[src/rtl/serial_subtractor_if.sv]
// Operand/result bundle for the bit-serial subtractor.
// The master drives operands and start; the slave returns status and result.
interface serial_subtractor_if #(
  parameter int WIDTH = 8
);
  logic             start;
  logic [WIDTH-1:0] a;
  logic [WIDTH-1:0] b;
  logic             borrow_in;
  logic             busy;
  logic             done;
  logic [WIDTH-1:0] diff;
  logic             borrow_out;

  modport master (
    output start, a, b, borrow_in,
    input  busy, done, diff, borrow_out
  );

  modport slave (
    input  start, a, b, borrow_in,
    output busy, done, diff, borrow_out
  );
endinterface

[src/rtl/serial_subtractor.sv]
// Bit-serial subtractor: diff = a - b - borrow_in, one bit per clock, LSB first.
// A single full-subtract cell and a registered borrow are reused every cycle.
module serial_subtractor #(
  parameter int WIDTH = 8
) (
  input logic               clk,
  input logic               rst_n,
  serial_subtractor_if.slave bus
);
  localparam int CW = $clog2(WIDTH);

  typedef enum logic [1:0] {
    IDLE  = 2'd0,
    SHIFT = 2'd1,
    DONE  = 2'd2
  } state_t;

  state_t           state_q;
  state_t           state_d;
  logic [CW-1:0]    cnt_q;
  logic [WIDTH-1:0] a_q;
  logic [WIDTH-1:0] b_q;
  logic             br_q;
  logic [WIDTH-1:0] part_q;
  logic [WIDTH-1:0] diff_q;
  logic             bo_q;

  logic d;
  logic br_n;
  logic last;
  logic accept;

  assign d      = a_q[0] ^ b_q[0] ^ br_q;
  assign br_n   = (~a_q[0] & b_q[0])
                | (~a_q[0] & br_q)
                | (b_q[0] & br_q);
  assign last   = (cnt_q == CW'(WIDTH - 1));
  assign accept = bus.start && (state_q != SHIFT);

  always_comb begin
    state_d = state_q;
    unique case (state_q)
      IDLE:    if (bus.start) state_d = SHIFT;
      SHIFT:   if (last) state_d = DONE;
      DONE:    state_d = bus.start ? SHIFT : IDLE;
      default: state_d = IDLE;
    endcase
  end

  always_ff @(posedge clk) begin
    if (!rst_n) state_q <= IDLE;
    else        state_q <= state_d;
  end

  // diff/borrow_out only move on the final bit, so they hold across a new run
  always_ff @(posedge clk) begin
    if (!rst_n) begin
      cnt_q  <= '0;
      a_q    <= '0;
      b_q    <= '0;
      br_q   <= 1'b0;
      part_q <= '0;
      diff_q <= '0;
      bo_q   <= 1'b0;
    end else if (accept) begin
      cnt_q  <= '0;
      a_q    <= bus.a;
      b_q    <= bus.b;
      br_q   <= bus.borrow_in;
      part_q <= '0;
    end else if (state_q == SHIFT) begin
      cnt_q  <= cnt_q + 1'b1;
      a_q    <= a_q >> 1;
      b_q    <= b_q >> 1;
      br_q   <= br_n;
      part_q <= {d, part_q[WIDTH-1:1]};
      if (last) begin
        diff_q <= {d, part_q[WIDTH-1:1]};
        bo_q   <= br_n;
      end
    end
  end

  assign bus.busy       = (state_q == SHIFT);
  assign bus.done       = (state_q == DONE);
  assign bus.diff       = diff_q;
  assign bus.borrow_out = bo_q;
endmodule

[src/flat_wrapper.sv]
// flat-port wrapper written by rule: the top's interface ports become plain ports
module serial_subtractor_flat 
#(
  parameter int WIDTH = 8
)
  (clk, rst_n, bus_start, bus_a, bus_b, bus_borrow_in, bus_busy, bus_done, bus_diff, bus_borrow_out);
  serial_subtractor_if #(.WIDTH(WIDTH)) bus_i ();
  input logic clk;
  input logic rst_n;
  input wire logic [$bits(bus_i.start)-1:0] bus_start;
  input wire logic [$bits(bus_i.a)-1:0] bus_a;
  input wire logic [$bits(bus_i.b)-1:0] bus_b;
  input wire logic [$bits(bus_i.borrow_in)-1:0] bus_borrow_in;
  output wire logic [$bits(bus_i.busy)-1:0] bus_busy;
  output wire logic [$bits(bus_i.done)-1:0] bus_done;
  output wire logic [$bits(bus_i.diff)-1:0] bus_diff;
  output wire logic [$bits(bus_i.borrow_out)-1:0] bus_borrow_out;
  assign bus_i.start = bus_start;
  assign bus_i.a = bus_a;
  assign bus_i.b = bus_b;
  assign bus_i.borrow_in = bus_borrow_in;
  assign bus_busy = bus_i.busy;
  assign bus_done = bus_i.done;
  assign bus_diff = bus_i.diff;
  assign bus_borrow_out = bus_i.borrow_out;
  serial_subtractor #(.WIDTH(WIDTH)) u_core (.clk(clk), .rst_n(rst_n), .bus(bus_i));
endmodule
[config.mk]
export PLATFORM = sky130hd
export DESIGN_NAME = serial_subtractor_flat
export DESIGN_NICKNAME = d
export VERILOG_FILES = /design/src/rtl/serial_subtractor_if.sv /design/src/rtl/serial_subtractor.sv /design/src/flat_wrapper.sv
export SDC_FILE = /design/constraint.sdc
export NUM_CORES = 1
export LEC_CHECK = 0
export ABC_AREA = 1
export CELL_PAD_IN_SITES_DETAIL_PLACEMENT = 1
export CELL_PAD_IN_SITES_GLOBAL_PLACEMENT = 2
export CORE_UTILIZATION = 28
export DETAILED_ROUTE_END_ITERATION = 8
export PLACE_DENSITY_LB_ADDON = 0.2
export SETUP_SLACK_MARGIN = 0.15
export SYNTH_ARGS = -nofsm -noshare
export SYNTH_HDL_FRONTEND = slang
export SYNTH_SLANG_ARGS = --single-unit
[constraint.sdc]
create_clock -name clk -period 1.7 [get_ports clk]
set_clock_uncertainty 0.05 [all_clocks]
set_input_delay 0.425 -clock clk [delete_from_list [all_inputs] [get_ports clk]]
set_output_delay 0.425 -clock clk [all_outputs]
set_load 0.05 [all_outputs]
# [Word level (Yosys, flattened, before mapping)]
# Cells that the tools add are included.
# Widths: inputs -> output; s select.
[totals] reg_bits=39 in_bits=20 output_inout_bits=11 elab_cells=41
[classes] addsub=1 eq_ne=6 n_mux=10 bitwise_logic=10 reduce_logical=6
[ops] op="$mux 8" count=4
[ops] op="$pmux 2 s3" count=1
[ops] op="$mux 2" count=2
[ops] op="$ne 2x1->1 const B" count=2
[ops] op="$add 3x1->3 const B" count=1
[ops] op="$and 1x1->1" count=3
[ops] op="$eq 3x3->1 const B" count=1
[ops] op="$mux 1" count=3
[ops] op="$not 1->1" count=3
[ops] op="$reduce_and 3->1" count=1
[ops] op="$eq 2x1->1 const B" count=1
[ops] op="$eq 2x2->1 const B" count=1
[ops] op="$logic_not 2->1" count=1
[ops] op="$ne 2x2->1 const B" count=1
[ops] op="$or 1x1->1" count=2
[ops] op="$reduce_and 2->1" count=1
[ops] op="$reduce_bool 2->1" count=1
[ops] op="$reduce_or 2->1" count=1
[ops] op="$xor 1x1->1" count=2
[ops] op="$logic_and 1x1->1" count=1

# [Depth between registers and ports, before layout]
[logic_depth] depth_word=6 mapped_depth=8

# [Least setup slack after synthesis]
# OpenSTA, ideal clock, no wires.
[synth_timing] path_kind="reg-to-output" startpoint="register u_core.state_q[1]" endpoint="output port bus_done" arrival_time_ns=1.071 required_time_ns=1.225 slack_ns=0.154 path_stages_with_launch=3 path_cell_list="dfxtp_1 -> inv_1 -> nor2_1"
[synth_via] elab_chain_cells=1
[synth_rtl] item="start: declaration" line_no="serial_subtractor.sv:18" source="state_t state_q;"
[synth_rtl] item="start signal: assignment" line_no="serial_subtractor.sv:52" source="else state_q <= state_d;"
[synth_rtl] item="$eq 2x2->1" line_no="serial_subtractor.sv:85" source="assign bus.done = (state_q == DONE);"
[synth_rtl] item="end: declaration" line_no="flat_wrapper.sv:15" source="output wire logic [$bits(bus_i.done)-1:0] bus_done;"
# No other way between the ends.

# [Worst setup path after layout]
# Ends and elaborated chain as after synthesis.

==> impl_metrics.ini <==
[run_status]
status = complete, no violations

[route]
num_vias = 1518
drt_iter0_markers = 52
firstDrtPassIters = 4
vias_per_cell = 4.60
postRouteWirelength_microns = 3970
wire_per_inst_microns = 12.0
drc = 0
ant_nets = 0

[global_routing]
grt_max_degree = 27
grt-ovfl-total = 0
grt_pass1_wl_microns = 6760
track_usage = 0.142
grt_pass1_vias = 1521
grt_antenna_before_repair = 0

[setup_path]
crit_type = reg2out
cp.required_ps = 1220
path_cells = inv_1 > nor2_2 > buf_12
cp_slowest_cell = dfxtp_2
cp.arrival_ps = 1020
critPathCaptureType = output pin
cp_max_fo = 2
cp-start-kind = flip-flop
critPathMaxStageDelay_ps = 360

[synth]
synthCells = 222
synth_nets = 245
synth-edff-count = 0
synth_top_area_frac = 0.468
synthFlopType = dfxtp_1
yosysWarnings = 0
async_flop_share = 0
yosysSeqAreaShare = 0.468
avgSynthCellArea_sq_um = 7.32
synth_common_cells = 66 x nand2_1, 55 x nand3_1, 38 x dfxtp_1, 19 x inv_1, 12 x a21oi_1
syn_area_sq_mm = 0.00162
ys_ff_latch = 38
synth_top_area_cell = dfxtp_1
yosysUniqueCellTypes = 21
yosysMostFrequentCell = nand2_1
synthTopCellsByArea = dfxtp_1 47%, nand3_1 17%, nand2_1 15%

[final_layout]
layout.cells.non_filler = 330
layout-drive-gt1-share = 0.155
syn2layout_area_growth_pct = 42.4
num_antenna_cells = 0
final_util = 0.417
final_nets = 280
post-route-cell-area_sq_mm = 0.00231

[floorplanning]
ioPinCount = 31
initial_utilization = 0.293
core_area_sq_mm = 0.00554
rows = 27
die_h_microns = 78.2
die_x_microns = 78.2
design.die.area_sq_mm = 0.00611

[clock_network]
root_buffer = clkbuf_8
postCtsHoldBufs = 0
cts_setup_buffers = 0
cts.sinks = 38
clkLatencyLatePin_ps = 300
numCtsBuffers = 5
cts_tree = built
clk_path_buf_depth = 2
path_clk_slew_ps = 80
post_cts_resize_count = 2
htree_levels = 2

[sta]
tightest_slew_ps = 330
finalCritPeriodShare = 0.879
final-setup-viol-count = 0
slew_viol_final = 0
maxSlewHeadroom = 0.779
setup_ws_ps = 205
setup-tns-final_ps = 0
fmax_mhz = 669
period_minus_slack_ps = 1490
rsz0062_at_grt = true
finalHoldViolCount = 0

[job]
maxCapViolations = 0

[placed_design]
place_inst = 322
place.port_buffers = 30
place_congestion = 0.714
dp_slack_ps = -64.0
post-dp-hpwl_microns = 2770
place_area_sq_mm = 0.00216

[worst_hold_path]
hold_class = reg2reg

[power_and_ir_drop]
cellLeakagePower_nw = 1.05
p_per_area_mw_per_mm2 = 933
pwr-share-comb = 0.120
swShare = 0.225
ir_worst_vdd_mv = 0.358
power_frac_seq = 0.436
p_clk_frac = 0.444
power.internal_mw = 1.67
p_sw_mw = 0.486
==> through the flow <==
| stage | total power [mW] | hold WS (ps) |
|---|---|---|
| floorplan | 1.11 | 388 |
| global placement | 1.22 | 397 |
| detailed placement | 1.22 | 401 |
| CTS | 2.20 | 414 |
| global route | 2.26 | 435 |
| finish | 2.16 | 411 |
==> routing by layer <==
| metal | vias to the layer above | wire length [microns] | GRT usage |
|---|---|---|---|
| li1 | 778 | - | - |
| met1 | 708 | 1900 | 0.168 |
| met2 | 27 | 1870 | 0.240 |
| met3 | 5 | 128 | 0.0279 |
| met4 | 0 | 78 | 0.0778 |
| met5 | - | 0 | 0 |
==> flip-flops by register name, summed over array words and instances (netlist names) <==
| name | flops |
|---|---|
| u_core.br_q | 1 |
| u_core.state_q | 2 |
| u_core.b_q | 8 |
| u_core.bus.borrow_out | 1 |
| u_core.bus.diff | 8 |
| u_core.a_q | 8 |
| u_core.part_q | 7 |
| u_core.cnt_q | 3 |
==> worst max-delay path, delay by kind of cell (launching register included) <==
family        cells  cell delay (ps)
flops             1              360
simple gates      1              140
buf+inv           2              220
==> power by group through the flow <==
stage	combinational [mW]	sequential (mW)	clock, mW
global placement	0.261	0.960	0
CTS	0.265	0.940	0.991
detailed placement	0.263	0.961	0
global route	0.290	0.945	1.02
floorplan	0.151	0.956	0
finish	0.258	0.940	0.959
==> final timing paths <==
kind / startpoint / endpoint / slack [ps] / cells after the start
worst min register to register: u_core.part_q[1] / u_core.part_q[1] / 410 / 2
worst max register to register: u_core.a_q[0] / u_core.part_q[7] / 330 / 4
worst min-delay path: u_core.part_q[1] / u_core.part_q[1] / 410 / 2
worst max-delay path: u_core.state_q[1] / bus_done / 210 / 3
==> cell usage in the layout, fill, tap and decap left out <==
master	instances
dfxtp_2	2
a21oi_1	12
o21ai_2	1
dfxtp_1	36
or2_2	1
inv_1	19
nor2_1	4
nand2_1	66
nand3_1	55
inv_2	3
clkbuf_8	6
nand2_2	1
buf_12	14
o21ai_0	2
nor2_4	1
xor2_1	1
ha_1	2
clkinv_1	1
bufinv_16	2
fa_1	1
nor2_2	2
buf_4	7
clkdlybuf4s50_1	19
==> final cells by class <==
| type | instances | area (sq um) |
|---|---|---|
| multi-input cells | 149 | 707 |
| repair buffers | 40 | 523 |
| well taps | 72 | 90.1 |
| fillers | 676 | 3230 |
| clock buffers | 6 | 82.6 |
| inverters | 23 | 86.3 |
| clock inverters | 2 | 60.1 |
| flip-flops and latches | 38 | 763 |
==> logic make-up after synthesis <==
logic type | after synthesis | share of synthesized area
AO/OA/AOI/OAI | 15 | 0.0485
flip-flops | 38 | 0.468
XOR/XNOR | 1 | 0.00539
buffers and inverters | 35 | 0.0978
adder cells (fa/ha/maj) | 3 | 0.0277
AND/OR/NAND/NOR | 130 | 0.352
(Power assumes the default switching activity.)
